File: config.mk
export PLATFORM = sky130hd
export DESIGN_NAME = stream_demuxer_n_flat
export DESIGN_NICKNAME = d
export VERILOG_FILES = /design/src/rtl/stream_demuxer_n_pkg.sv /design/src/rtl/stream_demuxer_n_if.sv /design/src/rtl/stream_demuxer_n_demux_chan_buf.sv /design/src/rtl/stream_demuxer_n.sv /design/src/flat_wrapper.sv
export SDC_FILE = /design/constraint.sdc
export NUM_CORES = 1
export LEC_CHECK = 0
export ABC_AREA = 1
export CAP_MARGIN = 40
export CORE_MARGIN = 1.5
export CORE_UTILIZATION = 30
export DETAILED_ROUTE_END_ITERATION = 12
export SLEW_MARGIN = 10
export SYNTH_ARGS = -nofsm -noshare
export SYNTH_HDL_FRONTEND = slang
export SYNTH_SLANG_ARGS = --single-unit
File: constraint.sdc
create_clock -name clock -period 2.23 [get_ports clock]
set_input_delay 0.446 -clock clock [delete_from_list [all_inputs] [get_ports clock]]
set_output_delay 0.446 -clock clock [all_outputs]
set_load 0.005 [all_outputs]
File: src/rtl/stream_demuxer_n_pkg.sv
// Shared constants for the stream demultiplexer: mode encodings and defaults.
package stream_demuxer_n_pkg;

  localparam logic MODE_ADDR = 1'b0;
  localparam logic MODE_RR   = 1'b1;

  localparam int unsigned W_DEFAULT = 8;
  localparam int unsigned S_DEFAULT = 3;

endpackage : stream_demuxer_n_pkg

File: src/rtl/stream_demuxer_n_if.sv
// Producer/consumer signal bundle of the 1-to-N stream demultiplexer.
interface stream_demuxer_n_if #(
  parameter int unsigned W = 8,
  parameter int unsigned S = 3
);
  localparam int unsigned N = 32'(1) << S;

  logic             mode;
  logic [W-1:0]     in_data;
  logic [S-1:0]     in_sel;
  logic             in_valid;
  logic             in_ready;
  logic [N*W-1:0]   out_data;
  logic [N-1:0]     out_valid;
  logic [N-1:0]     out_ready;
  logic [S-1:0]     rr_ptr;

  modport master (
    output mode, in_data, in_sel, in_valid, out_ready,
    input  in_ready, out_data, out_valid, rr_ptr
  );

  modport slave (
    input  mode, in_data, in_sel, in_valid, out_ready,
    output in_ready, out_data, out_valid, rr_ptr
  );

endinterface : stream_demuxer_n_if

File: src/rtl/stream_demuxer_n_demux_chan_buf.sv
// One-entry holding register for a single output channel; a load wins over a
// concurrent drain so a channel can stream one word per cycle without bubbles.
module demux_chan_buf #(
  parameter int unsigned W = 8
) (
  input  logic         clock,
  input  logic         reset_,
  input  logic         load,
  input  logic [W-1:0] d,
  input  logic         ready,
  output logic [W-1:0] q,
  output logic         valid
);

  logic [W-1:0] data_q;
  logic         valid_q;

  always_ff @(posedge clock or negedge reset_) begin
    if (!reset_) begin
      data_q  <= '0;
      valid_q <= 1'b0;
    end else if (load) begin
      data_q  <= d;
      valid_q <= 1'b1;
    end else if (ready) begin
      valid_q <= 1'b0;
    end
  end

  assign q     = data_q;
  assign valid = valid_q;

endmodule : demux_chan_buf

File: src/rtl/stream_demuxer_n.sv
// Registered 1-to-N stream demultiplexer with addressed or round-robin steering
// and an independent one-entry buffer per output channel.
module stream_demuxer_n
  import stream_demuxer_n_pkg::*;
#(
  parameter int unsigned W = W_DEFAULT,
  parameter int unsigned S = S_DEFAULT
) (
  input  logic               clock,
  input  logic               reset_,
  stream_demuxer_n_if.slave  bus
);

  localparam int unsigned N = 32'(1) << S;

  logic [S-1:0] rr_ptr_q;
  logic [S-1:0] rr_ptr_d;
  logic [S-1:0] tgt_c;
  logic         in_ready_c;
  logic         accept_c;
  logic [N-1:0] load_c;
  logic [N-1:0] chan_valid;
  logic [W-1:0] chan_q [N];

  assign tgt_c      = (bus.mode == MODE_RR) ? rr_ptr_q : bus.in_sel;
  assign in_ready_c = ~chan_valid[tgt_c] | bus.out_ready[tgt_c];
  assign accept_c   = bus.in_valid & in_ready_c;

  // One-hot load strobe toward the selected channel
  always_comb begin
    load_c = '0;
    if (accept_c) begin
      load_c[tgt_c] = 1'b1;
    end
  end

  always_comb begin
    rr_ptr_d = rr_ptr_q;
    if (accept_c && (bus.mode == MODE_RR)) begin
      rr_ptr_d = rr_ptr_q + S'(1);
    end
  end

  always_ff @(posedge clock or negedge reset_) begin
    if (!reset_) begin
      rr_ptr_q <= '0;
    end else begin
      rr_ptr_q <= rr_ptr_d;
    end
  end

  for (genvar k = 0; k < N; k++) begin : g_chan
    demux_chan_buf #(.W(W)) u_buf (
      .clock (clock),
      .reset_(reset_),
      .load  (load_c[k]),
      .d     (bus.in_data),
      .ready (bus.out_ready[k]),
      .q     (chan_q[k]),
      .valid (chan_valid[k])
    );
  end

  always_comb begin
    bus.out_data = '0;
    for (int unsigned k = 0; k < N; k++) begin
      bus.out_data[k*W +: W] = chan_q[k];
    end
  end

  assign bus.out_valid = chan_valid;
  assign bus.in_ready  = in_ready_c;
  assign bus.rr_ptr    = rr_ptr_q;

endmodule : stream_demuxer_n

File: src/flat_wrapper.sv
// flat-port wrapper written by rule: the top's interface ports become plain ports
module stream_demuxer_n_flat import stream_demuxer_n_pkg::*;
#(
  parameter int unsigned W = W_DEFAULT,
  parameter int unsigned S = S_DEFAULT
)
  (clock, reset_, bus_mode, bus_in_data, bus_in_sel, bus_in_valid, bus_out_ready, bus_in_ready, bus_out_data, bus_out_valid, bus_rr_ptr);
  stream_demuxer_n_if #(.W(W), .S(S)) bus_i ();
  input  logic clock;
  input  logic reset_;
  input wire logic [$bits(bus_i.mode)-1:0] bus_mode;
  input wire logic [$bits(bus_i.in_data)-1:0] bus_in_data;
  input wire logic [$bits(bus_i.in_sel)-1:0] bus_in_sel;
  input wire logic [$bits(bus_i.in_valid)-1:0] bus_in_valid;
  input wire logic [$bits(bus_i.out_ready)-1:0] bus_out_ready;
  output wire logic [$bits(bus_i.in_ready)-1:0] bus_in_ready;
  output wire logic [$bits(bus_i.out_data)-1:0] bus_out_data;
  output wire logic [$bits(bus_i.out_valid)-1:0] bus_out_valid;
  output wire logic [$bits(bus_i.rr_ptr)-1:0] bus_rr_ptr;
  assign bus_i.mode = bus_mode;
  assign bus_i.in_data = bus_in_data;
  assign bus_i.in_sel = bus_in_sel;
  assign bus_i.in_valid = bus_in_valid;
  assign bus_i.out_ready = bus_out_ready;
  assign bus_in_ready = bus_i.in_ready;
  assign bus_out_data = bus_i.out_data;
  assign bus_out_valid = bus_i.out_valid;
  assign bus_rr_ptr = bus_i.rr_ptr;
  stream_demuxer_n #(.W(W), .S(S)) u_core (.clock(clock), .reset_(reset_), .bus(bus_i));
endmodule
After elaboration in Yosys (flattened, before gate mapping)
Index checks and enable logic that the tools add are counted.
{"block": "totals", "regBits": 75, "input_bits": 23, "out_inout_bits": 76, "word_cells": 57}
{"block": "classes", "add_sub_neg": 1, "order_cmp": 2, "mux": 24, "n_bitwise": 3, "reduce_logical": 10}
{"operator": "$mux 1", "count": 19}
{"operator": "$reduce_bool 2->1", "count": 8}
{"operator": "$mux 8", "count": 1}
{"operator": "$bmux 1 s3", "count": 2}
{"operator": "$lt 3x4->1 const B", "count": 1}
{"operator": "$add 3x1->3 const B", "count": 1}
{"operator": "$demux 1 s3", "count": 1}
{"operator": "$ge 3x1->1 const B", "count": 1}
{"operator": "$mux 3", "count": 1}
{"operator": "$logic_and 1x1->1", "count": 2}
{"operator": "$and 1x1->1", "count": 1}
{"operator": "$not 1->1", "count": 1}
{"operator": "$or 1x1->1", "count": 1}

Longest topological paths before layout
{"block": "logic_depth", "word_depth": 8, "ltp_mapped": 17, "mapped_depth_nobuf": 14}

Modules after synthesis
From an unflattened synthesis, not the netlist that was laid out.
{"block": "unflattened", "cells_unflattened": 413, "hier_area_um2": 3345.7}
{"module": "demux_chan_buf", "n_inst": 8, "cells_each": 38, "area_each_um2": 341.6, "seq_area_each_um2": 225.2}
{"module": "stream_demuxer_n", "n_inst": 1, "cells_each": 109, "area_each_um2": 613.1, "seq_area_each_um2": 75.1}

Worst setup path after synthesis
OpenSTA, ideal clock, no wires.
{"block": "synth_path", "kind": "input to output", "from": "input bus_mode", "to": "output bus_in_ready", "arrival_time_ps": 1471, "required_ps": 1784, "slack_ps": 313, "path_stages": 13, "n_path_buf": 3, "path_cell_list": "buf_6 > inv_2 > nand2_4 > nand2_2 > buf_6 > nand2_1 > o21ai_1 > nand2_1 > nand2_1 > nand2_1 > nand2_1 > nand2_4 > buf_2"}
{"block": "synth_between", "elab_chain_cells": 5, "elab_cells_between_ends": 7, "classes_between": "mux (5); bitwise (2)"}
{"item": "start: declaration", "line_no": "flat_wrapper.sv:11", "source": "input wire logic [$bits(bus_i.mode)-1:0] bus_mode;"}
{"item": "$mux 3 *", "line_no": "stream_demuxer_n.sv:25", "source": "assign tgt_c = (bus.mode == MODE_RR) ? rr_ptr_q : bus.in_sel;"}
{"item": "$bmux 1 s3", "line_no": "stream_demuxer_n.sv:26", "source": "assign in_ready_c = ~chan_valid[tgt_c] | bus.out_ready[tgt_c];"}
{"item": "$mux 1 (not written as such)", "line_no": "stream_demuxer_n.sv:26"}
{"item": "$not 1->1", "line_no": "stream_demuxer_n.sv:26"}
{"item": "$or 1x1->1 *", "line_no": "stream_demuxer_n.sv:26"}
{"item": "end: declaration", "line_no": "flat_wrapper.sv:16", "source": "output wire logic [$bits(bus_i.in_ready)-1:0] bus_in_ready;"}
Mark *: on every way between the ends. The rest lies on a longest branch, timed or not. The select of a mux whose other input is x is not followed.

Worst setup path in the final report
{"block": "layout_path", "from": "register u_core.rr_ptr_q[0], in the netlist u_core.bus.rr_ptr[0]", "to": "output bus_in_ready"}
{"block": "layout_between", "elab_chain_cells": 5, "elab_cells_between_ends": 7, "classes_between": "mux (5); bitwise (2)"}
{"item": "start: declaration", "line_no": "stream_demuxer_n.sv:16", "source": "logic [S-1:0] rr_ptr_q;"}
{"item": "start signal: assignment", "line_no": "stream_demuxer_n.sv:48", "source": "rr_ptr_q <= rr_ptr_d;"}
{"item": "$mux 3 *", "line_no": "stream_demuxer_n.sv:25"}
{"item": "$bmux 1 s3", "line_no": "stream_demuxer_n.sv:26"}
{"item": "$mux 1 (not written as such)", "line_no": "stream_demuxer_n.sv:26"}
{"item": "$not 1->1", "line_no": "stream_demuxer_n.sv:26"}
{"item": "$or 1x1->1 *", "line_no": "stream_demuxer_n.sv:26"}
Marked as above.

==> metrics.csv <==
stage;metric;value;unit
timing;measured slew at the worst slew-check pin;0.648;ns
logic_synthesis;Cell variety after synth;24;
logic_synthesis;flop and latch count out of synthesis;75;
global_routing;GRT Total Usage;0.179;
logic_synthesis;syn nets;433;
clock_network;clock latency on the worst-skew pair;0.33;ns
detailed_routing;Via density;4.99;
timing;max-slew violations;0;
placed_design;Cells after DPL;638;
global_routing;Remaining Overflow, GRT;0;
timing;Setup TNS;0;ns
floorplanning;Die Height;112;um
final_layout;fin cells;658;
floorplanning;# rows;39;
timing;Hold Fails Final Rpt;0;
final_layout;Final nets;535;
placed_design;RD Place Congestion;0.871;
power_and_ir_drop;Power Density;1260;nW/um^2
logic_synthesis;Seq/Total Area, Yosys;0.526;
floorplanning;CORE AREA;11500;um^2
logic_synthesis;top cells by count, synth;nand2_1 (177), dfrtp_1 (75), nand4_1 (67);
critical_path;CP arrival;1.64;ns
detailed_routing;wire per inst;17.0;um
logic_synthesis;syn avg cell area;8.72;um^2
status;failing checks;DRC;
timing;final clock skew;0.00505;ns
detailed_routing;ANT nets after route;0;
critical_path;Setup crit end kind;output port;
logic_synthesis;number of synthesis warnings;0;
status;status;finished with violations;
logic_synthesis;most frequent cell after synthesis;nand2_1;
global_routing;largest net degree at the start of global routing;77;
final_layout;Layout area overhead;43.2;%
global_routing;first-pass GRT wire length;17400;um
floorplanning;Die X;112;um
floorplanning;initial core utilization;0.310;
global_routing;vias in the first global route;3194;
clock_network;CTS HTree Levels;3;
power_and_ir_drop;Worst VDD drop;0.000458;V
detailed_routing;DRT Wirelength;11200;um
power_and_ir_drop;P_leak;2.46;nW
timing;RSZ-0062 raised after global routing;false;
timing;period utilization;0.934;
logic_synthesis;biggest area consumer among synthesized cells;dfrtp_1;
logic_synthesis;Synth Flop Type;dfrtp_1;
timing;Slew Limit Headroom;0.567;
placed_design;# port buffers;98;
clock_network;clock slew at reported path FFs;0.06;ns
critical_path;critical path startpoint;u_core.bus.rr_ptr[0];
logic_synthesis;Synth Cell Area;3570;um^2
timing;hold slack;0.0770;ns
final_layout;# diodes;0;
clock_network;Num CTS Buffers;9;
timing;setup violators final;0;
global_routing;initial antenna violation count;0;
detailed_routing;DR vias;3285;
critical_path;Startpoint Class;flip-flop;
critical_path;Worst Path Required;1.78;ns
detailed_routing;detailed-routing iteration count for the pre-antenna-repair pass;10;
detailed_routing;DRT iter0 DRCs;225;
clock_network;CTS tree;done;
critical_path;R2R depth;15;
clock_network;Hold Buf Count CTS;0;
run;Max-Cap Viols;0;
logic_synthesis;Synth top area share;0.526;
critical_path;crit path max fanout;5;
clock_network;clock root buffer;clkbuf_16;
clock_network;clock buffer depth;2;
placed_design;DP Wirelength;7440;um
floorplanning;Ports;99;
logic_synthesis;Syn Inst Count;409;
detailed_routing;# DRC;5;
critical_path;r2r startpoint;u_core.bus.rr_ptr[0];
final_layout;share of cells above drive strength 1;0.144;
logic_synthesis;main area contributors after synthesis;dfrtp_1 (53%), nand2_1 (19%), nand4_1 (12%);
timing;clock period minus worst slack;2.08;ns
worst_hold_path;worst min path class;in -> async;
timing;Peak Freq;480;MHz
logic_synthesis;ys async rst share;1.00;
logic_synthesis;Post-synth EDFFs;0;
floorplanning;die area;12600;um^2
clock_network;Clock Sink Count;75;
critical_path;CP Class;reg -> out;
==> worst paths after layout <==
path / slack (ns) / to
worst max register to register: 0.18 / u_core.g_chan[6].u_buf.q[1]
min in group clock: 0.47 / u_core.g_chan[0].u_buf.q[0]
max in group asynchronous: 1.57 / u_core.g_chan[2].u_buf.q[7]
worst min register to register: 0.47 / u_core.g_chan[0].u_buf.q[0]
worst min-delay path: 0.08 / u_core.g_chan[3].u_buf.q[0]
worst max-delay path: 0.15 / bus_in_ready
==> state kept, by name, summed over array words and instances (netlist names) <==
| register | cells |
|---|---|
| u_core.bus.rr_ptr | 3 |
| u_core.g_chan.u_buf.q | 64 |
| u_core.g_chan.u_buf.valid | 8 |
==> metrics by stage <==
step / instance area (um^2) / util / power (mW) / setup slack (ns)
after floorplan: 3570 / - / 3.38 / 0.313
after global placement: 4720 / 0.410 / 4.98 / -0.484
after detailed placement: 4720 / 0.410 / 5.03 / -0.524
after CTS: 5020 / 0.436 / 6.46 / 0.0278
after global routing: 5110 / 0.444 / 6.89 / 0.00776
final: 5110 / 0.444 / 6.44 / 0.146
==> cells in the final DEF, fill, tap and decap left out, types with 2 or more instances in the layout <==
cell type and n:
clkdlybuf4s50_1 92, nand4_1 67, buf_12 3, nand2_1 175, nand2_4 3, nor2_1 2
buf_6 3, buf_4 21, nor2_2 6, clkinv_2 2, nand3_1 6, nand3_4 9
inv_2 5, o21ai_1 8, clkbuf_16 10, clkbuf_8 3, inv_1 10, dfrtp_1 74
nand2_2 3
==> per-layer routing <==
layer | GRT usage | vias up | routed length, um
li1 | - | 1572 | -
met1 | 0.258 | 1589 | 5180
met2 | 0.275 | 109 | 5190
met4 | 0.0549 | 0 | 166
met3 | 0.0346 | 15 | 628
met5 | 0 | - | 0
==> cell families (layout without fill, tap and decap cells) <==
| family | count (synthesis) | in the layout | synth area share |
|---|---|---|---|
| AOI/OAI and AO/OA | 11 | 11 | 0.0175 |
| and+or+nand+nor | 271 | 272 | 0.372 |
| buffers and inverters | 50 | 155 | 0.0782 |
| adders and majority gates | 1 | 1 | 0.00351 |
| xor gates and xnor gates | 1 | 1 | 0.00246 |
| DFF | 75 | 75 | 0.526 |
==> power by group <==
group	switching (mW)	internal [mW]
Sequential	0.410	1.98
Combinational	1.13	1.56
Clock	0.530	0.835
Total	2.07	4.37
==> cell type report <==
type / instances / area, um^2
sequential: 75 / 1880
timing repair buffer: 125 / 1260
inverter: 15 / 56.3
multi-input combinational: 285 / 1460
clock inverter: 2 / 10.0
fill: 1170 / 6410
tap: 143 / 179
clock buffer: 13 / 270
==> worst max-delay path: stages (launching register included) <==
cell and delay, ns:
dfrtp_2 0.44, nand2_2 0.10, buf_4 0.13, nand3_1 0.09, nand2_1 0.09, nand2_2 0.05, nand2_1 0.06, nand2_1 0.05
nand2_1 0.07, inv_2 0.05, nand2_4 0.08, buf_6 0.10
==> what timing repair did <==
item | CTS | global route
endpoints found under the setup margin | 72 | 59
buffers inserted | 3 | 0
cloned | 0 | 2
pin swaps | 1 | 4
resized for setup | 10 | 14
No activity file was read; power rests on OpenSTA's default activity.
